==> src/rtl/bp_io_wormhole_responder.sv <==
// IO network endpoint: takes one wormhole command packet, does a single-word device access,
// and sends a wormhole response back to the requester.
//
// state    | meaning
// ---------+-----------------------------------------------------------------
// RX_HDR   | idle, waiting for a command header flit
// RX_DATA  | waiting for the first payload flit (write data)
// DRAIN    | discarding surplus payload flits, count_r = flits still to come
// MEM_REQ  | presenting the request to the device until it is accepted
// MEM_WAIT | waiting for the device response pulse
// TX_HDR   | sending the response header
// TX_DATA  | sending the read-data flit
module bp_io_wormhole_responder
  #(parameter int flit_width_p = 64
   , parameter int cord_width_p = 8
   , parameter int len_width_p = 4
   , parameter int addr_width_p = 40
   , localparam int link_width_lp = flit_width_p + 2
   )
   (input  logic                     clk_i
   , input  logic                     reset_i
   , input  logic [cord_width_p-1:0]  my_cord_i
   , input  logic [link_width_lp-1:0] io_cmd_link_i
   , output logic [link_width_lp-1:0] io_cmd_link_o
   , input  logic [link_width_lp-1:0] io_resp_link_i
   , output logic [link_width_lp-1:0] io_resp_link_o
   , output logic                     mem_v_o
   , output logic                     mem_w_o
   , output logic [addr_width_p-1:0]  mem_addr_o
   , output logic [flit_width_p-1:0]  mem_data_o
   , input  logic                     mem_ready_and_i
   , input  logic                     mem_resp_v_i
   , input  logic [flit_width_p-1:0]  mem_resp_data_i
   );

   localparam int len_lsb_lp  = cord_width_p;
   localparam int src_lsb_lp  = len_lsb_lp + len_width_p;
   localparam int w_bit_lp    = src_lsb_lp + cord_width_p;
   localparam int addr_lsb_lp = w_bit_lp + 1;
   localparam int err_bit_lp  = addr_lsb_lp + addr_width_p;

   typedef enum logic [2:0] {
      RX_HDR   = 3'd0,
      RX_DATA  = 3'd1,
      DRAIN    = 3'd2,
      MEM_REQ  = 3'd3,
      MEM_WAIT = 3'd4,
      TX_HDR   = 3'd5,
      TX_DATA  = 3'd6
   } state_e;

   state_e state_r, state_n;

   logic                    cmd_v;
   logic [flit_width_p-1:0] cmd_data;
   logic                    resp_ready;
   logic [len_width_p-1:0]  hdr_len;
   logic [cord_width_p-1:0] hdr_src;
   logic                    hdr_w;
   logic [addr_width_p-1:0] hdr_addr;

   logic [cord_width_p-1:0] src_r;
   logic                    write_r;
   logic [addr_width_p-1:0] addr_r;
   logic [len_width_p-1:0]  len_r;
   logic [len_width_p-1:0]  count_r;
   logic                    err_r;
   logic [flit_width_p-1:0] wdata_r;
   logic [flit_width_p-1:0] rdata_r;

   logic                    resp_has_data;
   logic [flit_width_p-1:0] resp_hdr;
   logic                    cmd_ready;
   logic                    resp_v;
   logic [flit_width_p-1:0] resp_data;

   assign cmd_v      = io_cmd_link_i[link_width_lp-1];
   assign cmd_data   = io_cmd_link_i[link_width_lp-2:1];
   assign resp_ready = io_resp_link_i[0];

   assign hdr_len  = cmd_data[len_lsb_lp +: len_width_p];
   assign hdr_src  = cmd_data[src_lsb_lp +: cord_width_p];
   assign hdr_w    = cmd_data[w_bit_lp];
   assign hdr_addr = cmd_data[addr_lsb_lp +: addr_width_p];

   logic unused_bits;
   assign unused_bits = ^{io_cmd_link_i[0], io_resp_link_i[link_width_lp-1:1],
                          cmd_data[cord_width_p-1:0], cmd_data[flit_width_p-1:err_bit_lp]};

   always_ff @(posedge clk_i) begin
      if (reset_i) begin
         state_r <= RX_HDR;
      end else begin
         state_r <= state_n;
      end
   end

   always_comb begin
      state_n = state_r;
      case (state_r)
         RX_HDR: begin
            if (cmd_v) begin
               if (hdr_len == '0) begin
                  state_n = hdr_w ? TX_HDR : MEM_REQ;
               end else begin
                  state_n = RX_DATA;
               end
            end
         end
         RX_DATA: begin
            if (cmd_v) begin
               if (len_r == len_width_p'(1)) begin
                  state_n = write_r ? MEM_REQ : TX_HDR;
               end else begin
                  state_n = DRAIN;
               end
            end
         end
         DRAIN: begin
            // exit on the last flit so the counter never has to pass through zero
            if (cmd_v && (count_r == len_width_p'(1))) begin
               state_n = err_r ? TX_HDR : MEM_REQ;
            end
         end
         MEM_REQ: begin
            if (mem_ready_and_i) state_n = MEM_WAIT;
         end
         MEM_WAIT: begin
            if (mem_resp_v_i) state_n = TX_HDR;
         end
         TX_HDR: begin
            if (resp_ready) state_n = resp_has_data ? TX_DATA : RX_HDR;
         end
         TX_DATA: begin
            if (resp_ready) state_n = RX_HDR;
         end
         default: state_n = RX_HDR;
      endcase
   end

   always_ff @(posedge clk_i) begin
      if (reset_i) begin
         src_r   <= '0;
         write_r <= 1'b0;
         addr_r  <= '0;
         len_r   <= '0;
         count_r <= '0;
         err_r   <= 1'b0;
         wdata_r <= '0;
         rdata_r <= '0;
      end else begin
         case (state_r)
            RX_HDR: begin
               if (cmd_v) begin
                  src_r   <= hdr_src;
                  write_r <= hdr_w;
                  addr_r  <= hdr_addr;
                  len_r   <= hdr_len;
                  count_r <= '0;
                  err_r   <= hdr_w && (hdr_len == '0);
                  wdata_r <= '0;
                  rdata_r <= '0;
               end
            end
            RX_DATA: begin
               if (cmd_v) begin
                  wdata_r <= cmd_data;
                  count_r <= len_r - len_width_p'(1);
                  err_r   <= !write_r;
               end
            end
            DRAIN: begin
               if (cmd_v) count_r <= count_r - len_width_p'(1);
            end
            MEM_WAIT: begin
               if (mem_resp_v_i && !write_r) rdata_r <= mem_resp_data_i;
            end
            default: ;
         endcase
      end
   end

   assign resp_has_data = !write_r && !err_r;

   always_comb begin
      resp_hdr = '0;
      resp_hdr[cord_width_p-1:0]            = src_r;
      resp_hdr[len_lsb_lp +: len_width_p]   = len_width_p'(resp_has_data);
      resp_hdr[src_lsb_lp +: cord_width_p]  = my_cord_i;
      resp_hdr[w_bit_lp]                    = write_r;
      resp_hdr[addr_lsb_lp +: addr_width_p] = addr_r;
      resp_hdr[err_bit_lp]                  = err_r;
   end

   // every output is forced low while reset is asserted, even mid-packet
   always_comb begin
      cmd_ready  = 1'b0;
      resp_v     = 1'b0;
      resp_data  = '0;
      mem_v_o    = 1'b0;
      mem_w_o    = 1'b0;
      mem_addr_o = '0;
      mem_data_o = '0;
      if (!reset_i) begin
         cmd_ready  = (state_r == RX_HDR) || (state_r == RX_DATA) || (state_r == DRAIN);
         mem_v_o    = (state_r == MEM_REQ);
         mem_w_o    = write_r;
         mem_addr_o = addr_r;
         mem_data_o = wdata_r;
         if (state_r == TX_HDR) begin
            resp_v    = 1'b1;
            resp_data = resp_hdr;
         end else if (state_r == TX_DATA) begin
            resp_v    = 1'b1;
            resp_data = rdata_r;
         end
      end
   end

   assign io_cmd_link_o  = {1'b0, {flit_width_p{1'b0}}, cmd_ready};
   assign io_resp_link_o = {resp_v, resp_data, 1'b0};

endmodule
==> config.mk <==
export PLATFORM = sky130hd
export DESIGN_NAME = bp_io_wormhole_responder
export DESIGN_NICKNAME = d
export VERILOG_FILES = /design/src/rtl/bp_io_wormhole_responder.sv
export SDC_FILE = /design/constraint.sdc
export NUM_CORES = 1
export LEC_CHECK = 0
export ABC_AREA = 1
export CORE_MARGIN = 8
export CORE_UTILIZATION = 37
export CTS_CLUSTER_SIZE = 20
export DETAILED_ROUTE_END_ITERATION = 7
export GPL_TIMING_DRIVEN = 0
export PLACE_DENSITY = 0.79
export SYNTH_ARGS = -nofsm -noshare
export SYNTH_HDL_FRONTEND = slang
export SYNTH_SLANG_ARGS = --single-unit
==> constraint.sdc <==
create_clock -name clk_i -period 2.27 [get_ports clk_i]
set_input_delay 0.681 -clock clk_i [delete_from_list [all_inputs] [get_ports clk_i]]
set_output_delay 0.681 -clock clk_i [all_outputs]
set_load 0.02 [all_outputs]
==> summary.md <==
| Metric | Value |
|---|---|
| Overflow after GRT | 0 |
| Post-DRT Antenna Nets | 0 |
| CP endpoint kind | primary output |
| Hold path depth | 2 |
| P&R area growth vs syn | 62.7% |
| Max frequency | 405 MHz |
| Final worst setup slack | -0.200 ns |
| R2R setup slack | 0.21 ns |
| P per Cell Area | 794 nW/um^2 |
| Max_slew headroom | 0.533 |
| Hold Violations, Final | 0 |
| Outcome | finished with violations |
| Crit-path max cell delay | 0.33 ns |
| Via Count | 10400 |
| Placed cell areas | 13300 sq um |
| Sw power | 4.68 mW |
| Via-per-instance ratio | 5.05 |
| Fill cells | 2063 |
| Critical Path Source | state_r[0]$_SDFFE_PP0P_ |
| Crit-path max FO | 9 |
| CTS tree | done |
| CP Capture Point | io_resp_link_o[14] |
| Final #Nets | 1934 |
| Startpoint types | flop |
| Syn Area/Cell | 7.02 sq um |
| Global-route usage over all layers | 0.254 |
| Largest net degree at the start of global routing | 18 |
| Clk sinks | 189 |
| Initial Util | 0.375 |
| Min cycle time layout | 2.47 ns |
| Mapped Cells | 1292 |
| Sequential power share | 0.359 |
| Clock share of power | 0.244 |
| First-pass DRT Iterations | 6 |
| Slew @ Worst Pin | 0.700 ns |
| Register area | 3790 sq um |
| Sequential fraction of the synthesis area | 0.417 |
| Port-buffer cells | 312 |
| Most common cell after layout, fill and taps aside | nand2_1 |
| Kind of critical path | flop to primary output |
| Origin of the critical flop-to-flop path | state_r[1]$_SDFFE_PP0P_ |
| Synth cell types | 30 |
| Sw Share | 0.400 |
| Rows | 57 |
| Drt wl/cell | 19.5 microns |
| Die footprint | 29800 sq um |
| Register bit total from synthesis | 189 |
| Cell depth of the worst flop-to-flop path | 8 |
| Die H | 173 microns |
| Max-cap violations | 0 |
| Pleak | 6.35 nW |
| Pint | 7.04 mW |
| Drt total wl | 40200 microns |
| RSZ-0062 raised after global routing | true |
| Critical Path RT | 1.59 ns |
| Slowest CP cell | dfxtp_2 |
| First-pass GRT wire length | 59300 microns |
| Failing checks | setup timing |
| I/O pin count | 446 |
| CTS root buffer | clkbuf_16 |
| Final setup violation count | 65 |
| Initial antenna violation count | 5 |
| Clk_skew | 0.0119 ns |
| Cell Area, Synth | 9070 sq um |
| Setup TNS | -7.85 ns |
| Post-CTS Hold Fix Bufs | 0 |
| Die X | 173 microns |
| Class of the worst hold path | flop to flop |
| Commonest non-fill, non-tap cells in the layout | nand2_1 (217), dfxtp_1 (186), inv_1 (142) |
| HPWL Detailed | 30500 microns |
| Area of the multi-input gates | 4830 sq um |
| Area of the core | 24200 sq um |
| Drt drc | 0 |
| Crit path DAT | 1.79 ns |
| Combinational share of power | 0.397 |
| Number of buffers created by CTS | 17 |
| Maximum buffer depth of the clock tree | 2 |
| R2r endpoint | rdata_r[6]$_SDFFE_PP0P_ |
| Sequence of cells on the critical path | buf_6 -> nand3_4 -> clkinv_8 -> buf_12 -> buf_16 -> nand2_1 -> a21oi_1 -> buf_4 |
| Pre-CTS setup slack | -1.17 ns |
| Final Cell Area | 14800 sq um |
| Slew Viols, Final | 0 |
| Worst-skew pair later-pin latency | 0.43 ns |
| Vias in the first global route | 10000 |
| Synth warn | 0 |
| Period utilisation layout | 1.09 |
| Share of layout cells above drive strength 1 | 0.286 |
| H-tree depth | 4 |
| Routability congestion estimate | 0.894 |
| Worst VDD drop | 500 uV |
| Clock Pin Slew Worst Setup and Hold Paths | 0.07 ns |
| Number of DRC markers in iteration 0 | 784 |
[layer usage]
layer,part of all wire,vias to the layer above,global-route usage
met5,0.00032,-,0
met4,0.045,2,0.124
met3,0.081,96,0.0612
met2,0.48,494,0.422
met1,0.40,4867,0.304
li1,-,4951,-
[final cells by class]
class	count	share of cell area
inverters	151	0.0414
diodes	4	0.000678
well taps	324	0.0275
flip-flops and latches	189	0.257
clock inverters	13	0.00729
clock buffers	19	0.0300
repair buffers	350	0.225
plain buffers	160	0.0848
multi-input cells	853	0.327
[synth_stat cells, drive strengths merged]
master    n  share of area
clkinv    2        0.00096
xor2      1        0.00097
ha        4         0.0055
clkbuf   34          0.014
o22ai    37          0.026
nand2   261           0.11
nand4    48          0.033
nand3    28          0.017
buf     130          0.094
conb      1        0.00041
nor3      1        0.00055
o21ai   159          0.088
inv     149          0.062
dfxtp   189           0.42
nor2    121          0.053
a21oi    93          0.051
a211oi   20          0.017
o31ai    14          0.012
[registers in the layout, summed over array words and instances, names as in the netlist]
signal and cells:
rdata_r 64, wdata_r 64, addr_r 40, src_r 8, count_r 4, len_r 4, state_r 3, err_r 1
write_r 1
[power groups by stage]
stage                     Combinational (mW)  Sequential (mW)  Clock, mW
after floorplan                         2.76             4.14          0
after global placement                  4.27             4.17          0
after detailed placement                4.34             4.19          0
after CTS                               4.55             4.14       2.89
after global routing                    5.04             4.26       3.02
final                                   4.65             4.21       2.86
[logic make-up (layout without fill, tap and decap cells)]
kind of cell    Yosys count  count (layout)  share of synthesized area
xor+xnor                  1               1                   0.000966
simple gates            459             459                      0.213
fa+ha+maj                 4               4                    0.00552
other cells               1              70                   0.000413
flops                   189             189                      0.417
buf+inv                 315             693                      0.170
compound gates          323             323                      0.193
[stage by stage]
step / total power [mW] / hold slack, ns / std cells / util
after floorplan: 6.90 / 0.430 / 1357 / -
after global placement: 8.44 / 0.442 / 1993 / 0.550
after detailed placement: 8.53 / 0.452 / 1993 / 0.550
after CTS: 11.6 / 0.462 / 2052 / 0.601
after global routing: 12.3 / 0.484 / 2063 / 0.611
final: 11.7 / 0.464 / 2063 / 0.611
[critical path: cells and delay by family, from the launching register on]
family	cells	cell delay, ns
buffers and inverters	5	0.65
AO/OA/AOI/OAI	1	0.13
AND/OR/NAND/NOR	2	0.23
flip-flops	1	0.33
[worst min-delay path by stage]
stage,startpoint,to,slack [ns]
global placement,addr_r[15]$_SDFFE_PP0P_,addr_r[15]$_SDFFE_PP0P_,0.44
global route,wdata_r[15]$_SDFFE_PP0P_,wdata_r[15]$_SDFFE_PP0P_,0.48
finish,wdata_r[42]$_SDFFE_PP0P_,wdata_r[42]$_SDFFE_PP0P_,0.46
floorplan,addr_r[15]$_SDFFE_PP0P_,addr_r[15]$_SDFFE_PP0P_,0.43
detailed placement,addr_r[16]$_SDFFE_PP0P_,addr_r[16]$_SDFFE_PP0P_,0.45
CTS,addr_r[1]$_SDFFE_PP0P_,addr_r[1]$_SDFFE_PP0P_,0.46
[what timing repair did]
action	CTS	global route
resized for setup	775	156
pin swaps	10	21
setup endpoints to repair	172	138
setup buffers	23	9
gates cloned	5	2
Note: power is estimated with default switching activity, not from simulation.
